<file path="config.mk">
export PLATFORM = sky130hd
export DESIGN_NAME = mem_access_ctrl_flat
export DESIGN_NICKNAME = d
export VERILOG_FILES = /design/src/rtl/mem_access_pkg.sv /design/src/rtl/mem_access_if.sv /design/src/rtl/mem_byte_lane.sv /design/src/rtl/mem_access_ctrl.sv /design/src/flat_wrapper.sv
export SDC_FILE = /design/constraint.sdc
export NUM_CORES = 1
export LEC_CHECK = 0
export CAP_MARGIN = 10
export CORE_MARGIN = 2
export CORE_UTILIZATION = 30
export CTS_BUF_LIST = sky130_fd_sc_hd__clkbuf_4
export DETAILED_ROUTE_END_ITERATION = 8
export MAX_ROUTING_LAYER = met4
export PLACE_DENSITY_LB_ADDON = 0.1
export SLEW_MARGIN = 20
export SYNTH_ARGS = -nofsm -noshare
export SYNTH_HDL_FRONTEND = slang
export SYNTH_SLANG_ARGS = --single-unit
</file>
<file path="constraint.sdc">
create_clock -name clk -period 1.7 [get_ports clk]
set_input_delay 0.17 -clock clk [delete_from_list [all_inputs] [get_ports clk]]
set_output_delay 0.17 -clock clk [all_outputs]
set_load 0.02 [all_outputs]
</file>
<file path="src/rtl/mem_access_pkg.sv">
// Shared encodings for the load/store memory access controller: request opcodes,
// FSM states, response error codes and small opcode classifiers.
package mem_access_pkg;

  typedef enum logic [2:0] {
    LDST_LB  = 3'b000,
    LDST_LH  = 3'b001,
    LDST_LW  = 3'b010,
    LDST_LBU = 3'b011,
    LDST_LHU = 3'b100,
    LDST_SB  = 3'b101,
    LDST_SH  = 3'b110,
    LDST_SW  = 3'b111
  } ldst_e;

  typedef enum logic [1:0] {
    ST_IDLE = 2'd0,
    ST_REQ  = 2'd1,
    ST_WAIT = 2'd2,
    ST_RESP = 2'd3
  } state_e;

  localparam logic [1:0] ERR_OK       = 2'b00;
  localparam logic [1:0] ERR_MISALIGN = 2'b01;
  localparam logic [1:0] ERR_TIMEOUT  = 2'b10;

  function automatic logic is_store(input logic [2:0] op);
    logic r;
    case (ldst_e'(op))
      LDST_SB, LDST_SH, LDST_SW: r = 1'b1;
      default:                   r = 1'b0;
    endcase
    return r;
  endfunction

  function automatic logic is_half(input logic [2:0] op);
    logic r;
    case (ldst_e'(op))
      LDST_LH, LDST_LHU, LDST_SH: r = 1'b1;
      default:                    r = 1'b0;
    endcase
    return r;
  endfunction

  function automatic logic is_word(input logic [2:0] op);
    logic r;
    case (ldst_e'(op))
      LDST_LW, LDST_SW: r = 1'b1;
      default:          r = 1'b0;
    endcase
    return r;
  endfunction

endpackage

</file>
<file path="src/rtl/mem_access_if.sv">
// Pipeline request/response and memory bus signals of the access controller.
// slave is the controller's view; master is the pipeline + memory side.
interface mem_access_if;
  logic        req_valid;
  logic        req_ready;
  logic [31:0] req_addr;
  logic [2:0]  req_ldst;
  logic [31:0] req_wdata;
  logic        resp_valid;
  logic [31:0] resp_rdata;
  logic [1:0]  resp_err;
  logic        busy;
  logic        mem_req;
  logic        mem_we;
  logic [31:0] mem_addr;
  logic [3:0]  mem_be;
  logic [31:0] mem_wdata;
  logic        mem_gnt;
  logic        mem_rvalid;
  logic [31:0] mem_rdata;

  modport slave (
    input  req_valid, req_addr, req_ldst, req_wdata, mem_gnt, mem_rvalid, mem_rdata,
    output req_ready, resp_valid, resp_rdata, resp_err, busy,
           mem_req, mem_we, mem_addr, mem_be, mem_wdata
  );

  modport master (
    output req_valid, req_addr, req_ldst, req_wdata, mem_gnt, mem_rvalid, mem_rdata,
    input  req_ready, resp_valid, resp_rdata, resp_err, busy,
           mem_req, mem_we, mem_addr, mem_be, mem_wdata
  );
endinterface

</file>
<file path="src/rtl/mem_byte_lane.sv">
// Combinational big-endian lane logic: alignment check, byte enables, store data
// replication and load sign/zero extraction.
module mem_byte_lane
  import mem_access_pkg::*;
(
  input  logic [2:0]  ldst,
  input  logic [31:0] addr,
  input  logic [31:0] wdata,
  input  logic [2:0]  ext_ldst,
  input  logic [1:0]  ext_off,
  input  logic [31:0] rdata,
  output logic        misalign,
  output logic [1:0]  eff_off,
  output logic [31:0] word_addr,
  output logic [3:0]  be,
  output logic [31:0] wdata_rep,
  output logic [31:0] rdata_ext
);

  logic [1:0]  off_s;
  logic [7:0]  byte_s;
  logic [15:0] half_s;

  assign off_s     = addr[1:0];
  assign word_addr = {addr[31:2], 2'b00};

  // Alignment check; eff_off is the offset after force-alignment of halfword/word ops.
  always_comb begin
    misalign = 1'b0;
    eff_off  = off_s;
    if (is_half(ldst)) begin
      misalign = off_s[0];
      eff_off  = {off_s[1], 1'b0};
    end else if (is_word(ldst)) begin
      misalign = (off_s != 2'b00);
      eff_off  = 2'b00;
    end else begin
      misalign = 1'b0;
      eff_off  = off_s;
    end
  end

  // Byte enables and lane-replicated store data.
  always_comb begin
    be        = 4'b1111;
    wdata_rep = 32'h0000_0000;
    case (ldst_e'(ldst))
      LDST_SB: begin
        be        = 4'b1000 >> eff_off;
        wdata_rep = {4{wdata[7:0]}};
      end
      LDST_SH: begin
        be        = eff_off[1] ? 4'b0011 : 4'b1100;
        wdata_rep = {2{wdata[15:0]}};
      end
      LDST_SW: begin
        be        = 4'b1111;
        wdata_rep = wdata;
      end
      default: begin
        be        = 4'b1111;
        wdata_rep = 32'h0000_0000;
      end
    endcase
  end

  // Lane select: offset 0 is the most significant byte.
  always_comb begin
    byte_s = rdata[7:0];
    case (ext_off)
      2'd0:    byte_s = rdata[31:24];
      2'd1:    byte_s = rdata[23:16];
      2'd2:    byte_s = rdata[15:8];
      default: byte_s = rdata[7:0];
    endcase
    if (ext_off[1]) begin
      half_s = rdata[15:0];
    end else begin
      half_s = rdata[31:16];
    end
  end

  // Sign or zero extension of the selected lane.
  always_comb begin
    rdata_ext = 32'h0000_0000;
    case (ldst_e'(ext_ldst))
      LDST_LB:  rdata_ext = {{24{byte_s[7]}}, byte_s};
      LDST_LBU: rdata_ext = {24'h00_0000, byte_s};
      LDST_LH:  rdata_ext = {{16{half_s[15]}}, half_s};
      LDST_LHU: rdata_ext = {16'h0000, half_s};
      LDST_LW:  rdata_ext = rdata;
      default:  rdata_ext = 32'h0000_0000;
    endcase
  end

endmodule

</file>
<file path="src/rtl/mem_access_ctrl.sv">
// Load/store memory access controller: IDLE/REQ/WAIT/RESP FSM with bus timeout.
// Define MEM_ACCESS_MISALIGN_TRAP_EN to trap misaligned requests instead of force-aligning.
module mem_access_ctrl
  import mem_access_pkg::*;
#(
  parameter int unsigned TIMEOUT_CYCLES = 255
)
(
  input logic         clk,
  input logic         rst_n,
  mem_access_if.slave bus
);

`ifdef MEM_ACCESS_MISALIGN_TRAP_EN
  localparam logic TRAP_EN = 1'b1;
`else
  localparam logic TRAP_EN = 1'b0;
`endif

  localparam logic [9:0] TO_LAST = 10'(TIMEOUT_CYCLES - 32'd1);

  state_e      state_r, state_next_s;
  logic [9:0]  cnt_r;
  logic [2:0]  op_r;
  logic [1:0]  off_r;
  logic        accept_s, trap_s, timeout_s;
  logic [1:0]  err_next_s;
  logic [31:0] rdata_next_s;

  logic        lane_misalign_s;
  logic [1:0]  lane_eff_off_s;
  logic [31:0] lane_word_addr_s, lane_wdata_s, lane_rdata_s;
  logic [3:0]  lane_be_s;

  logic        req_ready_r, busy_r, mem_req_r, mem_we_r, resp_valid_r;
  logic [31:0] mem_addr_r, mem_wdata_r, resp_rdata_r;
  logic [3:0]  mem_be_r;
  logic [1:0]  resp_err_r;

  mem_byte_lane u_lane (
    .ldst      (bus.req_ldst),
    .addr      (bus.req_addr),
    .wdata     (bus.req_wdata),
    .ext_ldst  (op_r),
    .ext_off   (off_r),
    .rdata     (bus.mem_rdata),
    .misalign  (lane_misalign_s),
    .eff_off   (lane_eff_off_s),
    .word_addr (lane_word_addr_s),
    .be        (lane_be_s),
    .wdata_rep (lane_wdata_s),
    .rdata_ext (lane_rdata_s)
  );

  assign trap_s    = lane_misalign_s & TRAP_EN;
  assign timeout_s = (cnt_r >= TO_LAST);

  // Next state plus the response that RESP will present; gnt/rvalid beat the timeout.
  always_comb begin
    state_next_s = state_r;
    err_next_s   = ERR_OK;
    rdata_next_s = 32'h0000_0000;
    accept_s     = 1'b0;
    case (state_r)
      ST_IDLE: begin
        if (bus.req_valid) begin
          accept_s = 1'b1;
          if (trap_s) begin
            state_next_s = ST_RESP;
            err_next_s   = ERR_MISALIGN;
          end else begin
            state_next_s = ST_REQ;
          end
        end else begin
          state_next_s = ST_IDLE;
        end
      end
      ST_REQ: begin
        if (bus.mem_gnt) begin
          state_next_s = is_store(op_r) ? ST_RESP : ST_WAIT;
        end else if (timeout_s) begin
          state_next_s = ST_RESP;
          err_next_s   = ERR_TIMEOUT;
        end else begin
          state_next_s = ST_REQ;
        end
      end
      ST_WAIT: begin
        if (bus.mem_rvalid) begin
          state_next_s = ST_RESP;
          rdata_next_s = lane_rdata_s;
        end else if (timeout_s) begin
          state_next_s = ST_RESP;
          err_next_s   = ERR_TIMEOUT;
        end else begin
          state_next_s = ST_WAIT;
        end
      end
      ST_RESP: state_next_s = ST_IDLE;
      default: state_next_s = ST_IDLE;
    endcase
  end

  // State register.
  always_ff @(posedge clk or negedge rst_n) begin
    if (!rst_n) begin
      state_r <= ST_IDLE;
    end else begin
      state_r <= state_next_s;
    end
  end

  // Latched opcode/offset for load extraction and the shared REQ+WAIT cycle counter.
  always_ff @(posedge clk or negedge rst_n) begin
    if (!rst_n) begin
      op_r  <= 3'b000;
      off_r <= 2'b00;
      cnt_r <= 10'd0;
    end else if (accept_s) begin
      op_r  <= bus.req_ldst;
      off_r <= lane_eff_off_s;
      cnt_r <= 10'd0;
    end else if ((state_r == ST_REQ) || (state_r == ST_WAIT)) begin
      cnt_r <= cnt_r + 10'd1;
    end else begin
      cnt_r <= cnt_r;
    end
  end

  // Registered outputs; memory bus fields are loaded at acceptance and held through REQ.
  always_ff @(posedge clk or negedge rst_n) begin
    if (!rst_n) begin
      req_ready_r  <= 1'b1;
      busy_r       <= 1'b0;
      mem_req_r    <= 1'b0;
      mem_we_r     <= 1'b0;
      mem_addr_r   <= 32'h0000_0000;
      mem_be_r     <= 4'b0000;
      mem_wdata_r  <= 32'h0000_0000;
      resp_valid_r <= 1'b0;
      resp_err_r   <= 2'b00;
      resp_rdata_r <= 32'h0000_0000;
    end else begin
      req_ready_r  <= (state_next_s == ST_IDLE);
      busy_r       <= (state_next_s != ST_IDLE);
      mem_req_r    <= (state_next_s == ST_REQ);
      resp_valid_r <= (state_next_s == ST_RESP);
      resp_err_r   <= err_next_s;
      resp_rdata_r <= rdata_next_s;
      if (state_next_s == ST_REQ) begin
        if (accept_s) begin
          mem_we_r    <= is_store(bus.req_ldst);
          mem_addr_r  <= lane_word_addr_s;
          mem_be_r    <= lane_be_s;
          mem_wdata_r <= lane_wdata_s;
        end else begin
          mem_we_r    <= mem_we_r;
          mem_addr_r  <= mem_addr_r;
          mem_be_r    <= mem_be_r;
          mem_wdata_r <= mem_wdata_r;
        end
      end else begin
        mem_we_r    <= 1'b0;
        mem_addr_r  <= 32'h0000_0000;
        mem_be_r    <= 4'b0000;
        mem_wdata_r <= 32'h0000_0000;
      end
    end
  end

  assign bus.req_ready  = req_ready_r;
  assign bus.busy       = busy_r;
  assign bus.mem_req    = mem_req_r;
  assign bus.mem_we     = mem_we_r;
  assign bus.mem_addr   = mem_addr_r;
  assign bus.mem_be     = mem_be_r;
  assign bus.mem_wdata  = mem_wdata_r;
  assign bus.resp_valid = resp_valid_r;
  assign bus.resp_err   = resp_err_r;
  assign bus.resp_rdata = resp_rdata_r;

endmodule

</file>
<file path="src/flat_wrapper.sv">
// flat-port wrapper written by rule: the top's interface ports become plain ports
module mem_access_ctrl_flat import mem_access_pkg::*;
#(
  parameter int unsigned TIMEOUT_CYCLES = 255
)
  (clk, rst_n, bus_req_valid, bus_req_addr, bus_req_ldst, bus_req_wdata, bus_mem_gnt, bus_mem_rvalid, bus_mem_rdata, bus_req_ready, bus_resp_valid, bus_resp_rdata, bus_resp_err, bus_busy, bus_mem_req, bus_mem_we, bus_mem_addr, bus_mem_be, bus_mem_wdata);
  mem_access_if bus_i ();
  input logic clk;
  input logic rst_n;
  input wire logic [$bits(bus_i.req_valid)-1:0] bus_req_valid;
  input wire logic [$bits(bus_i.req_addr)-1:0] bus_req_addr;
  input wire logic [$bits(bus_i.req_ldst)-1:0] bus_req_ldst;
  input wire logic [$bits(bus_i.req_wdata)-1:0] bus_req_wdata;
  input wire logic [$bits(bus_i.mem_gnt)-1:0] bus_mem_gnt;
  input wire logic [$bits(bus_i.mem_rvalid)-1:0] bus_mem_rvalid;
  input wire logic [$bits(bus_i.mem_rdata)-1:0] bus_mem_rdata;
  output wire logic [$bits(bus_i.req_ready)-1:0] bus_req_ready;
  output wire logic [$bits(bus_i.resp_valid)-1:0] bus_resp_valid;
  output wire logic [$bits(bus_i.resp_rdata)-1:0] bus_resp_rdata;
  output wire logic [$bits(bus_i.resp_err)-1:0] bus_resp_err;
  output wire logic [$bits(bus_i.busy)-1:0] bus_busy;
  output wire logic [$bits(bus_i.mem_req)-1:0] bus_mem_req;
  output wire logic [$bits(bus_i.mem_we)-1:0] bus_mem_we;
  output wire logic [$bits(bus_i.mem_addr)-1:0] bus_mem_addr;
  output wire logic [$bits(bus_i.mem_be)-1:0] bus_mem_be;
  output wire logic [$bits(bus_i.mem_wdata)-1:0] bus_mem_wdata;
  assign bus_i.req_valid = bus_req_valid;
  assign bus_i.req_addr = bus_req_addr;
  assign bus_i.req_ldst = bus_req_ldst;
  assign bus_i.req_wdata = bus_req_wdata;
  assign bus_i.mem_gnt = bus_mem_gnt;
  assign bus_i.mem_rvalid = bus_mem_rvalid;
  assign bus_i.mem_rdata = bus_mem_rdata;
  assign bus_req_ready = bus_i.req_ready;
  assign bus_resp_valid = bus_i.resp_valid;
  assign bus_resp_rdata = bus_i.resp_rdata;
  assign bus_resp_err = bus_i.resp_err;
  assign bus_busy = bus_i.busy;
  assign bus_mem_req = bus_i.mem_req;
  assign bus_mem_we = bus_i.mem_we;
  assign bus_mem_addr = bus_i.mem_addr;
  assign bus_mem_be = bus_i.mem_be;
  assign bus_mem_wdata = bus_i.mem_wdata;
  mem_access_ctrl #(.TIMEOUT_CYCLES(TIMEOUT_CYCLES)) u_core (.clk(clk), .rst_n(rst_n), .bus(bus_i));
endmodule
</file>
==> flow_summary.toml, run 1 <==
[power_and_ir_drop]
ir_worst_vdd_mv = 0.624
p_per_area_nw_per_um2 = 1370
p_leak_nw = 4.80
p_total_mw = 12.4

[routing]
dr.first_iter.drc_count = 313
ant_nets = 0
via_per_inst = 4.97
dr.pass1.iters = 7
vias = 5223
wl_microns = 19200
routedWlPerCell_microns = 18.3
drcViolationCount = 0

[cells_and_area]
nets = 886
fin_util = 0.484
area_growth_pct = 57.1
fin_area_sq_um = 9110
fill_cells = 1764
layout-drive-gt1-share = 0.200

[global_routing]
grtUsageTotal = 0.192
grt_pass1_wl_microns = 29200
gr-total-overflow = 0
grt_pass1_vias = 5300
grt_max_degree = 70
antenna_found_initial = 1

[placed_design]
post-place-ws_ns = -0.145
placed_cell_area_sq_um = 8630
hpwlAfterDp_microns = 13600
portBuffers = 207
place_congestion = 0.807

[floorplan]
fp-row-count = 50
die-area_sq_um = 20500
start_util = 0.308
die_h_microns = 143
dieWidth_microns = 143
io_pins = 211
core-area_sq_um = 18800

[critical_path]
crit_arrival_ns = 2.24
worst-setup-path-type = "reg -> reg"
critPathLaunchType = "flip-flop"
cp.required_ns = 2.14
cp-end-kind = "flip-flop"
worstPathMaxFanout = 6

[clock_tree]
htree_levels = 4
clkTransAtPathRegs_ns = 0.11
clock-sinks = 121
tritoncts = "built"
insertion_delay_ns = 0.54
cts_buffer_depth = 2
cts_made_buffers = 17
clockRootBuffer = "clkbuf_4"

[synthesis]
yosysTopAreaCell = "dfrtp_1"
synth_edf_count = 0
synth_ff_type = "dfrtp_1"
synth_common_cells = "120 x dfrtp_1, 71 x nor3_1, 37 x nand2_1"
synth_area_sq_um = 5800
synth.most_common_cell = "dfrtp_1"
synthCells = 517
ys_warn_count = 0
async_flop_share = 1.00
synth_area_leaders = "dfrtp_1 52%, nor3_1 6.1%, mux2i_1 6.0%"
synth_area_per_cell_sq_um = 11.2
ys_types = 50
synth.top_cell.area_share = 0.518
synth_seq_cells = 121
seq_area_frac_synth = 0.522

[run]
cap_violations = 0

[timing]
max_freq_mhz = 554
setup_viol = 70
hold_viol = 0
clock_skew_ns = 0.0259
fin_crit_sh = 1.06
period_minus_slack_ns = 1.80
slew_violations = 0
setup_ws_ns = -0.104
rsz0062_at_grt = "true"

[run_status]
status = "complete, but fails checks"
violations = "negative setup slack"

[worst_hold_path]
hp-class = "in -> async"
-- metal layers --
layer | global-route usage | share of wire | vias up
li1 | - | - | 2434
met1 | 0.249 | 0.43 | 2598
met2 | 0.298 | 0.49 | 178
met3 | 0.0573 | 0.068 | 13
met4 | 0.0401 | 0.0085 | 0
met5 | - | 0 | -
-- power breakdown --
group          total [mW]  internal (mW)  switching (mW)  leakage (nW)
logic                6.50           2.95            3.55          2.99
clock network        2.21           1.02            1.19         0.151
registers            3.73           3.42           0.309          1.66
total                12.4           7.40            5.05          4.80
-- state kept, by name (all words and copies together), names as in the netlist --
signal                 flops
u_core.cnt_r              10
u_core.bus.mem_req         1
u_core.state_r             2
u_core.bus.resp_rdata     32
u_core.bus.mem_wdata      32
u_core.bus.mem_addr       30
u_core.bus.mem_be          4
u_core.bus.resp_err        1
u_core.bus.req_ready       1
u_core.bus.mem_we          1
u_core.bus.resp_valid      1
u_core.bus.busy            1
u_core.off_r               2
u_core.op_r                3
-- metrics by stage --
step / hold WS (ns) / TNS, ns / instances
2_1_floorplan: -0.126 / -1.56 / 519
3_3_place_gp: 0.207 / -5.88 / 1007
3_5_place_dp: 0.203 / -8.00 / 1007
4_1_cts: 0.165 / -5.38 / 1042
5_1_grt: 0.165 / -13.05 / 1050
6_report: 0.181 / -4.61 / 1050
-- timing repair --
item	4_1_cts	5_1_grt
endpoints found under the setup margin	160	120
setup buffers	2	3
pin swaps	1	6
gates resized for setup	89	41
gates cloned	0	4
hold buffers	1	0
hold endpoints to repair	121	0
-- worst max-delay path: stages, from the launching register on --
cell	delay (ns)
dfrtp_1	0.41
buf_4	0.16
o211ai_1	0.27
o2111a_2	0.31
o21ai_4	0.09
buf_12	0.15
clkbuf_16	0.15
nor3_1	0.17
-- logic make-up after synthesis --
| family | count (synthesis) | synth area share |
|---|---|---|
| compound gates | 109 | 0.149 |
| xor+xnor | 11 | 0.0198 |
| fa+ha+maj | 6 | 0.0129 |
| buf+inv | 52 | 0.0462 |
| flops | 121 | 0.522 |
| mux | 51 | 0.107 |
| other cells | 1 | 0.000646 |
| simple gates | 166 | 0.142 |
-- area by class of cell --
| cell class | instances | area (sq um) | area share |
|---|---|---|---|
| flip-flops and latches | 121 | 3030 | 0.332 |
| repair buffers | 282 | 2770 | 0.303 |
| inverters | 7 | 26.3 | 0.00288 |
| multi-input cells | 347 | 2660 | 0.292 |
| diodes | 1 | 2.50 | 0.000275 |
| clock buffers | 17 | 128 | 0.0140 |
| well taps | 260 | 325 | 0.0357 |
| clock inverters | 15 | 176 | 0.0194 |
-- path summary, 6_finish.rpt --
| kind | slack, ns | start | depth (start not counted) | to |
|---|---|---|---|---|
| worst max-delay path | -0.10 | u_core.cnt_r[1] | 7 | u_core.bus.mem_be[0] |
| worst min register to register | 0.56 | u_core.off_r[0] | 2 | u_core.off_r[0] |
| worst min-delay path | 0.18 | rst_n | 3 | u_core.bus.mem_wdata[19] |
| min in group clk | 0.22 | bus_mem_rdata[14] | 3 | u_core.bus.resp_rdata[14] |
| max in group asynchronous | 1.17 | rst_n | 3 | u_core.bus.req_ready |
| worst max register to register | -0.10 | u_core.cnt_r[1] | 7 | u_core.bus.mem_be[0] |
-- cells in the final DEF (no fill, tap or decap), drive strengths merged, types with 4 or more instances in the layout --
cell type        n
buf             74
dlygate4sd2     84
nand3            5
a221o            8
nand2           37
o22ai            5
a22oi           24
nor2b           11
o21ai            8
dfrtp          120
xor2             4
clkdlybuf4s50  103
a21o            16
dlymetal6s2s    19
a21oi           10
nand2b           5
a222oi           8
a22o            17
a31oi            7
clkinv           7
nor2            20
ha               6
clkbuf          18
mux2             8
mux2i           35
inv              9
nor3            72
xnor2            7
mux4             8
Power figures use the tool's default switching activity.
==> run 2: changes to the inputs <==
Settings changed: CELL_PAD_IN_SITES_DETAIL_PLACEMENT set to 1, CELL_PAD_IN_SITES_GLOBAL_PLACEMENT set to 1, SETUP_SLACK_MARGIN set to 0.1.
==> flow_summary.toml, run 2 (synthesized netlist as in run 1, its figures left out) <==
[run_status]
status = "complete, but fails checks"
violations = "negative setup slack"

[routing]
routedWlPerCell_microns = 19.6
wl_microns = 20700
dr.first_iter.drc_count = 246
vias = 5343
dr.pass1.iters = 4
via_per_inst = 5.07
drcViolationCount = 0
ant_nets = 0

[clock_tree]
clkTransAtPathRegs_ns = 0.12
insertion_delay_ns = 0.52
tritoncts = "built"
cts_buffer_depth = 2
clockRootBuffer = "clkbuf_4"
cts_made_buffers = 17
clock-sinks = 121
htree_levels = 4

[global_routing]
grt_pass1_wl_microns = 32700
grtUsageTotal = 0.214
gr-total-overflow = 0
grt_pass1_vias = 5939
antenna_found_initial = 3
grt_max_degree = 48

[timing]
setup_viol = 70
hold_viol = 0
period_minus_slack_ns = 1.80
fin_crit_sh = 1.06
clock_skew_ns = 0.0247
setup_ws_ns = -0.103
rsz0062_at_grt = "true"
slew_violations = 0
max_freq_mhz = 555

[critical_path]
worstPathMaxFanout = 28
reg2reg_from = "u_core.cnt_r[0]"
cp-end-kind = "flip-flop"
crit_chain = "inv_1, ha_2, o211ai_1, o2111a_1, o21ai_4, buf_12, nor3_1"
worst-setup-path-type = "reg -> reg"
crit_arrival_ns = 2.20
critPathLaunchType = "flip-flop"
max_stage_delay_ns = 0.39
crit_start = "u_core.cnt_r[0]"
crit_path_top_delay_cell = "dfrtp_1"
cp.required_ns = 2.09

[floorplan]
core-area_sq_um = 18800
die-area_sq_um = 20500
fp-row-count = 50
start_util = 0.308
io_pins = 211
die_h_microns = 143
dieWidth_microns = 143

[placed_design]
placed_cell_area_sq_um = 8720
post-place-ws_ns = -0.219
place_congestion = 0.807
portBuffers = 207
hpwlAfterDp_microns = 15000

[cells_and_area]
area_growth_pct = 58.2
fin_area_sq_um = 9180
layout_common_cells = "119 x dfrtp_1, 103 x dlygate4sd2_1, 102 x clkdlybuf4s50_1"
nets = 890
layout-drive-gt1-share = 0.226
layout.cells.most_common = "dfrtp_1"
fin_util = 0.487

[power_and_ir_drop]
p_per_area_nw_per_um2 = 1380
p_leak_nw = 4.59
p_total_mw = 12.6
ir_worst_vdd_mv = 0.564

[run]
cap_violations = 0

[worst_hold_path]
hp-class = "in -> async"
[run 2: cell count changes in the layout (fill, tap and decap cells not counted), moves of 3 or more]
| cell | before | now |
|---|---|---|
| nor2b_1 | 8 | 3 |
| dlygate4sd2_1 | 84 | 103 |
| dlymetal6s2s_1 | 19 | 0 |
| clkinv_4 | 4 | 0 |
| nor2_4 | 0 | 3 |
| nor3_2 | 6 | 12 |
| clkinv_2 | 0 | 3 |
| nor3_1 | 65 | 59 |
| nor2b_4 | 2 | 7 |
[run 2: worst max-delay path: cells and delay by family, from the launching register on]
kind                       cells  cell delay, ns
AOI/OAI and AO/OA              3            0.76
DFF                            1            0.39
buffers and inverters          2            0.30
and+or+nand+nor                1            0.08
adders and majority gates      1            0.16
[run 2: path summary, 6_finish.rpt]
check | slack [ns] | to | depth (start not counted)
worst max register to register | -0.10 | u_core.bus.mem_wdata[6] | 7
min in group clk | 0.26 | u_core.bus.resp_rdata[13] | 3
max in group asynchronous | 0.94 | u_core.bus.mem_we | 3
worst min-delay path | 0.12 | u_core.cnt_r[4] | 2
worst min register to register | 0.58 | u_core.op_r[1] | 2
worst max-delay path | -0.10 | u_core.bus.mem_wdata[6] | 7
[run 2: what timing repair did]
action                     4_1_cts  5_1_grt
cloned                           2        0
pin swaps                       10        6
gates resized for setup        132       25
buffers inserted                 6        2
hold buffers                     1        0
hold endpoints to repair       121        0
setup endpoints to repair      202      111
[run 2: area by class of cell]
cell class	instances	area (sq um)
clock inverters	11	131
well taps	260	325
inverters	7	26.3
flip-flops and latches	121	3030
fillers	2041	9650
repair buffers	286	2720
clock buffers	19	143
diodes	3	7.51
multi-input cells	347	2790
[run 2: metrics by stage]
stage	hold slack (ns)	instances	TNS, ns
after floorplan	-0.126	519	-1.62
final	0.119	1054	-4.53
after CTS	0.0671	1049	-6.71
after global placement	0.128	1010	-8.10
after detailed placement	0.137	1010	-11.64
after global routing	0.0921	1054	-13.79
[run 2: routing by layer]
metal | wire, microns | track usage
met5 | 0 | -
met2 | 10400 | 0.347
met1 | 8590 | 0.255
met3 | 1260 | 0.0644
met4 | 415 | 0.0750
[run 2: where the power goes]
part | switching (mW) | leakage (nW) | internal [mW]
logic | 3.70 | 2.79 | 3.08
clock network | 1.06 | 0.147 | 1.01
registers | 0.343 | 1.66 | 3.43
==> run 3: changes to the inputs <==
Settings changed: CAP_MARGIN 10 to 25.
==> results of run 3 <==
The final DEF is identical to that of run 2; final timing and power are the same.
